===== src/rtl/jtframe_prog_pack.sv =====
// jtframe_prog_pack
// Packs the byte stream coming from the I/O controller into 16-bit SDRAM
// write requests. Each byte is queued in a 4-entry FIFO, mapped to one of
// four SDRAM banks by its byte address, and written to the lane selected by
// the address LSB. The byte is duplicated on both data lanes.
//
// Ports
//   clk_rom      : clock, everything on the rising edge
//   rst          : synchronous active-high reset
//   downloading  : ROM transfer in progress
//   ioctl_addr   : byte address of the incoming byte (25 bits)
//   ioctl_dout   : incoming byte
//   ioctl_wr     : one-cycle byte strobe
//   prog_addr    : SDRAM word address inside the selected bank
//   prog_data    : write data, {byte, byte}
//   prog_mask    : active-low byte-lane mask
//   prog_ba      : target bank
//   prog_we      : write request, held until prog_ack
//   prog_ack     : controller accepted the request
//   prog_rdy     : controller completed the write
//   dwnld_busy   : transfer not yet fully committed to SDRAM
//   ovf          : sticky, a byte was dropped because the FIFO was full
//
// Build option
//   JTFRAME_PROG_SWAB_EN : when defined, even addresses go to the upper lane
//                          (mask 2'b01) and odd addresses to the lower lane.
module jtframe_prog_pack #(
   parameter int          SDRAMW    = 23,
   parameter logic [24:0] BA1_START = 25'h040_0000,
   parameter logic [24:0] BA2_START = 25'h080_0000,
   parameter logic [24:0] BA3_START = 25'h0C0_0000
)(
   input  logic              clk_rom,
   input  logic              rst,
   input  logic              downloading,
   input  logic [24:0]       ioctl_addr,
   input  logic [7:0]        ioctl_dout,
   input  logic              ioctl_wr,
   output logic [SDRAMW-1:0] prog_addr,
   output logic [15:0]       prog_data,
   output logic [1:0]        prog_mask,
   output logic [1:0]        prog_ba,
   output logic              prog_we,
   input  logic              prog_ack,
   input  logic              prog_rdy,
   output logic              dwnld_busy,
   output logic              ovf
);

   typedef enum logic [1:0] {
      IDLE     = 2'd0,
      WAIT_ACK = 2'd1,
      WAIT_RDY = 2'd2
   } state_t;

   state_t      state;
   logic [32:0] fifo_mem [0:3];
   logic [1:0]  wr_ptr;
   logic [1:0]  rd_ptr;
   logic [2:0]  count;
   logic        dl_last;

   logic        push_req;
   logic        full;
   logic        push;
   logic        pop;
   logic [24:0] head_addr;
   logic [7:0]  head_byte;
   logic [1:0]  head_ba;
   logic [24:0] head_off;

   // Bank number for a byte address: highest bank whose start is not above it.
   function automatic logic [1:0] bank_of(input logic [24:0] addr);
      logic [1:0] ba;
      if (addr >= BA3_START)      ba = 2'd3;
      else if (addr >= BA2_START) ba = 2'd2;
      else if (addr >= BA1_START) ba = 2'd1;
      else                        ba = 2'd0;
      return ba;
   endfunction

   // First byte address of a bank.
   function automatic logic [24:0] bank_start(input logic [1:0] ba);
      logic [24:0] start;
      case (ba)
         2'd1:    start = BA1_START;
         2'd2:    start = BA2_START;
         2'd3:    start = BA3_START;
         default: start = 25'd0;
      endcase
      return start;
   endfunction

   // Active-low lane mask for the byte at an even or odd address.
   function automatic logic [1:0] lane_mask(input logic odd);
      logic [1:0] mask;
`ifdef JTFRAME_PROG_SWAB_EN
      mask = odd ? 2'b10 : 2'b01;
`else
      mask = odd ? 2'b01 : 2'b10;
`endif
      return mask;
   endfunction

   // FIFO status and head decode. A full FIFO drops the push even when the
   // same cycle pops, so "full" looks only at the current count.
   always_comb begin
      push_req  = ioctl_wr & downloading;
      full      = (count == 3'd4);
      push      = push_req & ~full;
      pop       = (state == IDLE) && (count != 3'd0);
      head_addr = fifo_mem[rd_ptr][32:8];
      head_byte = fifo_mem[rd_ptr][7:0];
      head_ba   = bank_of(head_addr);
      head_off  = head_addr - bank_start(head_ba);
   end

   // FIFO storage; stale entries after reset are harmless as pointers restart.
   always_ff @(posedge clk_rom) begin
      if (push && !rst) begin
         fifo_mem[wr_ptr] <= {ioctl_addr, ioctl_dout};
      end
   end

   // FIFO pointers and occupancy.
   always_ff @(posedge clk_rom) begin
      if (rst) begin
         wr_ptr <= 2'd0;
         rd_ptr <= 2'd0;
         count  <= 3'd0;
      end else begin
         if (push) wr_ptr <= wr_ptr + 2'd1;
         if (pop)  rd_ptr <= rd_ptr + 2'd1;
         count <= count + {2'b00, push} - {2'b00, pop};
      end
   end

   // Status flags: overflow (sticky until next transfer start) and busy.
   always_ff @(posedge clk_rom) begin
      if (rst) begin
         dl_last    <= 1'b0;
         ovf        <= 1'b0;
         dwnld_busy <= 1'b0;
      end else begin
         dl_last <= downloading;
         // a drop on the very edge a new transfer starts still gets flagged
         if (push_req && full)            ovf <= 1'b1;
         else if (downloading && !dl_last) ovf <= 1'b0;
         if (downloading)                           dwnld_busy <= 1'b1;
         else if (count == 3'd0 && state == IDLE)   dwnld_busy <= 1'b0;
      end
   end

   // Request handshake with the SDRAM controller; outputs change only on pop.
   always_ff @(posedge clk_rom) begin
      if (rst) begin
         state     <= IDLE;
         prog_we   <= 1'b0;
         prog_addr <= {SDRAMW{1'b0}};
         prog_data <= 16'd0;
         prog_mask <= 2'b00;
         prog_ba   <= 2'd0;
      end else begin
         case (state)
            IDLE: begin
               if (pop) begin
                  prog_addr <= SDRAMW'(head_off >> 1);
                  prog_data <= {head_byte, head_byte};
                  prog_mask <= lane_mask(head_addr[0]);
                  prog_ba   <= head_ba;
                  prog_we   <= 1'b1;
                  state     <= WAIT_ACK;
               end
            end
            WAIT_ACK: begin
               if (prog_ack) begin
                  prog_we <= 1'b0;
                  state   <= prog_rdy ? IDLE : WAIT_RDY;
               end
            end
            WAIT_RDY: begin
               if (prog_rdy) state <= IDLE;
            end
            default: begin
               prog_we <= 1'b0;
               state   <= IDLE;
            end
         endcase
      end
   end

endmodule


===== config.mk =====
export PLATFORM = sky130hd
export DESIGN_NAME = jtframe_prog_pack
export DESIGN_NICKNAME = d
export VERILOG_FILES = /design/src/rtl/jtframe_prog_pack.sv
export SDC_FILE = /design/constraint.sdc
export NUM_CORES = 1
export LEC_CHECK = 0
export ABC_AREA = 1
export CAP_MARGIN = 0
export CORE_ASPECT_RATIO = 2
export CORE_MARGIN = 4
export CORE_UTILIZATION = 42
export DETAILED_ROUTE_END_ITERATION = 8
export GPL_TIMING_DRIVEN = 0
export SLEW_MARGIN = 20
export SYNTH_ARGS = -nofsm -noshare
export SYNTH_HDL_FRONTEND = slang
export SYNTH_SLANG_ARGS = --single-unit

===== constraint.sdc =====
create_clock -name clk_rom -period 5.3 [get_ports clk_rom]
set_clock_uncertainty 0.15 [all_clocks]
set_input_delay 0.53 -clock clk_rom [delete_from_list [all_inputs] [get_ports clk_rom]]
set_output_delay 0.53 -clock clk_rom [all_outputs]
set_load 0.02 [all_outputs]

==> results.yml, run 1 <==
route:
  wirelength_um: 17000
  vias: 4683
  avgRoutedWirePerCell_um: 19.1
  viasPerCell: 5.27
  drt_iter0_markers: 250
  first_pass_iters: 5
  ant_nets: 0
  drc: 0
global_routing:
  overflow: 0
  gr-usage-met2_pct: 34.1
  busiest_layer: "met2"
  grt_use_met1_pct: 19.0
  grt_usage_pct: 18.3
  antenna_found_initial: 0
  grtUsageMet3_pct: 3.71
  grt_pass1_wl_um: 25500
  first_global_vias: 4757
  grt_max_degree: 23
worst_hold_path:
  hold_end: "prog_we"
  worstHoldStart: "prog_we"
  hold_path.class: "reg2reg"
  hold_depth: 2
clocking:
  cts_num_sinks: 182
  cts_tree: "built"
  path_clk_slew_ns: 0.07
  h-tree-depth: 4
  clock_latency_ns: 0.42
  ctsResizeCount: 0
  cts_buffers: 17
  cts-root-buf: "clkbuf_16"
  clockBufferDepth: 2
  cts_setup_buffers: 0
  cts_hold_buffers: 0
layout:
  mostFrequentLayoutCells: "edfxtp_1 (132), o21ai_0 (90), nor2_1 (89), clkdlybuf4s50_1 (84), dfxtp_1 (50)"
  antenna_cells: 0
  layout-drive-gt1-share_pct: 11.8
  layout_commonest_cell: "edfxtp_1"
  final_core_util_pct: 53.9
  area_delta_synth_final_pct: 26.2
  layout.nets: 719
floorplanning:
  start_util_pct: 42.7
  die_x_um: 98.9
  fp.dieH_um: 190
  io_pins: 85
  die_area_um2: 18800
  rows: 66
  core_um2: 16300
critical_path:
  arrival_ns: 2.79
  r2r_end: "count[2]"
  critPathMaxStageDelay_ns: 0.39
  r2r-start: "count[1]"
  critPathMostFrequentCell: "inv_1"
  critPathLaunch: "count[1]"
  worstSetupPathType: "reg2reg"
  required_ns: 5.47
  ff2ff_path_depth: 12
  cp-end-kind: "flop"
  r2r_setup_slack_ns: 2.68
  slowest_stage: "dfxtp_1"
  startpoint_type: "flop"
  cp_max_fo: 10
  crit_chain: "inv_1 > nand3_1 > nand2_2 > inv_4 > buf_2 > ha_1 > inv_1 > ha_1 > inv_1 > fa_1 > o21ai_0 > a21oi_1"
logic_synthesis:
  synth_nets: 612
  synth_top_family_by_area: "compound AO/OA/AOI/OAI gates"
  synth_warnings: 0
  synth.cell_area_um2: 6950
  synth_area_leaders: "edfxtp_1 (57%), dfxtp_1 (14%), o21ai_0 (6.5%)"
  synthSimpleGateAreaFrac_pct: 8.27
  ys_types: 26
  synthXorXnorAreaFrac_pct: 0.126
  syn_area_per_cell_um2: 12.3
  yosys_register_bits: 182
  yosys.area.top_type: "edfxtp_1"
  ys_seq_area_share_pct: 71.5
  synth_fa_ha_area_share_pct: 1.55
  synthCells: 565
  netlist.area_leader.share_pct: 57.1
  muxShareOfSynthArea_pct: 0
  synth-compound-area-share_pct: 12.7
power_and_ir_drop:
  p_per_area_nw_per_um2: 544
  ir_worst_vdd_uv: 327
  combPwrFrac_pct: 35.8
  p_clk_share_pct: 26.8
  switching_share_pct: 35.2
  switchingPower_w: 0.00168
  intPower_w: 0.00309
  seqPwrFrac_pct: 37.4
  p_leak_nw: 3.16
  finalPower_w: 0.00477
flow_run:
  maxCapViolCount: 0
placed_design:
  port_buffers: 84
  dp_slack_ns: 2.26
  gp_congestion: 0.747
  hpwl_um: 11300
sta:
  post-route-period-util_pct: 49.4
  relSlewSlack_pct: 61.0
  min_period_ns: 2.62
  rsz0062_at_grt: "no"
  maxSlewViolCount: 0
  finalHoldViolCount: 0
  max_freq_mhz: 382
  setup_viol_count_final: 0
  setup_ws_ns: 2.68
  tns_ns: 0
  worst_pin_slew_ns: 0.586
outcome:
  status: "complete, no violations"
-- state kept, by name (all words and copies together) (netlist names), named ones only --
name,cells
prog_ba,2
dl_last,1
count,3
dwnld_busy,1
rd_ptr,2
prog_addr,23
wr_ptr,2
prog_mask,2
prog_data,8
state,2
fifo_mem,132
ovf,1
prog_we,1
-- layout make-up --
| cell class | instances | area, µm² |
|---|---|---|
| plain buffers | 39 | 284 |
| clock buffers | 21 | 514 |
| clock inverters | 11 | 96.3 |
| fillers | 1386 | 7510 |
| inverters | 32 | 123 |
| multi-input cells | 312 | 1600 |
| flip-flops and latches | 182 | 4960 |
| well taps | 204 | 255 |
| repair buffers | 88 | 921 |
-- worst max-delay path by stage --
stage | endpoint | slack (ns) | depth (start not counted)
global route | count[2] | 2.48 | 12
global placement | fifo_mem[0][11] | 0.18 | 6
finish | count[2] | 2.68 | 12
detailed placement | fifo_mem[3][10] | 2.26 | 7
CTS | count[2] | 2.65 | 12
floorplan | fifo_mem[0][0] | 2.26 | 5
-- cell families after synthesis --
kind of cell,Yosys count
adders and majority gates,8
and+or+nand+nor,145
DFF,182
buffers and inverters,71
xor gates and xnor gates,1
AOI/OAI and AO/OA,158
-- metal layers --
metal	up-vias	routed length (µm)
met3	24	768
li1	2211	-
met4	0	461
met1	2311	6210
met5	-	0
met2	137	9540
-- cell usage after synthesis --
| master | count |
|---|---|
| nand2_2 | 2 |
| a21oi_2 | 1 |
| or2_2 | 1 |
| a21oi_1 | 31 |
| inv_4 | 1 |
| buf_2 | 8 |
| o22a_1 | 21 |
| o21ai_1 | 7 |
| inv_1 | 29 |
| fa_1 | 1 |
| dfxtp_1 | 50 |
| o21ai_0 | 90 |
| inv_2 | 2 |
| nor2_2 | 1 |
| clkbuf_1 | 6 |
| buf_6 | 11 |
| nand2_1 | 34 |
| o22ai_1 | 8 |
| clkbuf_2 | 3 |
| buf_4 | 11 |
| nor2_1 | 93 |
| nand4_1 | 2 |
| xor2_1 | 1 |
| edfxtp_1 | 132 |
| nand3_1 | 12 |
| ha_1 | 7 |
-- power by group through the flow --
| stage | registers [W] | clock network (W) | logic (W) |
|---|---|---|---|
| floorplan | 0.00192 | 0 | 0.000940 |
| global placement | 0.00181 | 0 | 0.00168 |
| detailed placement | 0.00181 | 0 | 0.00172 |
| CTS | 0.00178 | 0.00130 | 0.00173 |
| global route | 0.00180 | 0.00136 | 0.00186 |
| finish | 0.00178 | 0.00128 | 0.00171 |
-- critical path, delay by kind of cell, from the launching register on --
kind | cells | cell delay [ns]
compound gates | 2 | 0.23
fa+ha+maj | 3 | 0.81
buf+inv | 5 | 0.68
flops | 1 | 0.39
simple gates | 2 | 0.26
-- metrics by stage --
stage | area, µm² | std cells | hold WS, ns
2_1_floorplan | 6950 | 565 | 0.326
3_3_place_gp | 8040 | 853 | 0.300
3_5_place_dp | 8150 | 857 | 0.312
4_1_cts | 8760 | 889 | 0.324
5_1_grt | 8760 | 889 | 0.347
6_report | 8760 | 889 | 0.320
Power figures use the tool's default switching activity.
==> run 2, diff against run 1 <==
- clock period: 5.3 -> 2.7 ns (I/O delays scaled with it)
==> run 2 against run 1 <==
Compared with the run above:
- clock-buffer cell count stayed put
- final cell count decreased by 0.11%
- critical endpoint unchanged
- power grew 96%
- largest power group unchanged
==> results.yml, run 2 (synthesis gave the netlist of run 1 again) <==
floorplanning:
  rows: 66
  start_util_pct: 42.7
  fp.dieH_um: 190
  core_um2: 16300
  die_area_um2: 18800
  die_x_um: 98.9
  io_pins: 85
power_and_ir_drop:
  p_leak_nw: 3.16
  p_per_area_nw_per_um2: 1070
  ir_worst_vdd_uv: 647
sta:
  rsz0062_at_grt: "no"
  timing.hold.ws_ns: 0.309
  min_period_ns: 2.37
  finalHoldViolCount: 0
  relSlewSlack_pct: 61.0
  max_freq_mhz: 422
  tns_ns: 0
  maxSlewViolCount: 0
  post-route-period-util_pct: 87.8
  worst_pin_slew_ns: 0.584
  setup_viol_count_final: 0
critical_path:
  required_ns: 2.87
  cp-end-kind: "flop"
  slowest_stage: "dfxtp_1"
  critPathLaunch: "count[1]"
  critPathMostFrequentCell: "inv_1"
  crit_buf_inv: 4
  r2r_setup_slack_ns: 0.33
  r2r-start: "count[1]"
  ff2ff_path_depth: 11
  crit_chain: "inv_1 > nand3_1 > nand2_2 > inv_4 > ha_1 > inv_1 > ha_1 > inv_1 > fa_1 > o21ai_0 > a21oi_1"
  path_delay_family: "adder cells"
  cp_max_fo: 17
  r2r_end: "count[2]"
  arrival_ns: 2.54
  worstSetupPathType: "reg2reg"
  startpoint_type: "flop"
  critPathMaxStageDelay_ns: 0.39
route:
  drc: 0
  drt_iter0_markers: 237
  ant_nets: 0
  wirelength_um: 16900
  avgRoutedWirePerCell_um: 19.0
  viasPerCell: 5.27
  vias: 4681
  first_pass_iters: 4
layout:
  antenna_cells: 0
  layout_commonest_cell: "edfxtp_1"
  final_cell_area_um2: 8760
  largest_register_ffs: 132
  top_register: "fifo_mem"
  layout-drive-gt1-share_pct: 11.7
  final_core_util_pct: 53.8
  largestRegisters: "fifo_mem: 132 flops, prog_addr: 23 flops, prog_data: 8 flops"
  area_delta_synth_final_pct: 26.1
  layout.nets: 718
  mostFrequentLayoutCells: "edfxtp_1 (132), o21ai_0 (90), nor2_1 (89), clkdlybuf4s50_1 (84), dfxtp_1 (50)"
  finalNonFillerCells: 888
placed_design:
  port_buffers: 84
  dp.cells: 857
  hpwl_um: 11300
  gp_congestion: 0.747
  placed_cell_area_um2: 8150
clocking:
  clockBufferDepth: 2
  path_clk_slew_ns: 0.07
  cts_tree: "built"
  ctsResizeCount: 0
  clock_latency_ns: 0.43
  cts_num_sinks: 182
  cts_setup_buffers: 0
  cts_buffers: 17
  cts_hold_buffers: 0
  cts-root-buf: "clkbuf_16"
  h-tree-depth: 4
flow_run:
  maxCapViolCount: 0
worst_hold_path:
  hold_end: "state[1]"
  worstHoldStart: "prog_ack"
  hold_depth: 3
  hold_path.class: "in2reg"
global_routing:
  overflow: 0
  grt_usage_pct: 18.3
  grt_max_degree: 23
  first_global_vias: 4757
  grt_pass1_wl_um: 25500
  antenna_found_initial: 0
outcome:
  status: "complete, no violations"
## run 2: report_power, final
part	leakage, nW	internal, W	switching (W)
combinational	1.25	0.00134	0.00199
clock	0.307	0.00140	0.00111
sequential	1.61	0.00331	0.000187
## run 2: through the flow
step	setup slack [ns]	power, W
2_1_floorplan	-0.208	0.00561
3_3_place_gp	-2.16	0.00685
3_5_place_dp	-0.0758	0.00694
4_1_cts	0.0510	0.00947
5_1_grt	0.0894	0.00984
6_report	0.329	0.00934
## run 2: area by class of cell
type,instances,area [µm²]
clock buffer,21,514
sequential,182,4960
tap,204,255
buffer,38,279
multi-input combinational,312,1600
clock inverter,11,96.3
inverter,32,123
fill,1387,7510
timing repair buffer,88,921
## run 2: layer usage
metal	vias to the layer above	wire, µm	GRT usage, %
met5	-	0	0
met4	0	526	9.05
met3	33	674	3.71
met2	123	9460	34.1
met1	2319	6200	19.0
li1	2206	-	-
## run 2: worst max-delay path by stage
stage                       to  depth (start not counted)
2_1_floorplan   fifo_mem[0][0]                          5
3_3_place_gp   fifo_mem[0][11]                          6
3_5_place_dp   fifo_mem[3][10]                          7
4_1_cts               count[2]                         12
5_1_grt               count[2]                         11
6_report              count[2]                         11
## run 2: worst min-delay path: cells and delay by family
kind,cells,cell delay (ns)
AOI/OAI and AO/OA,1,0.06
buffers and inverters,1,0.42
and+or+nand+nor,1,0.10
==> run 3, diff against run 2 <==
- ABC_CLOCK_PERIOD_IN_PS: not set -> 2700
==> results of run 3 <==
The final DEF is identical to that of run 2; final timing and power are the same.
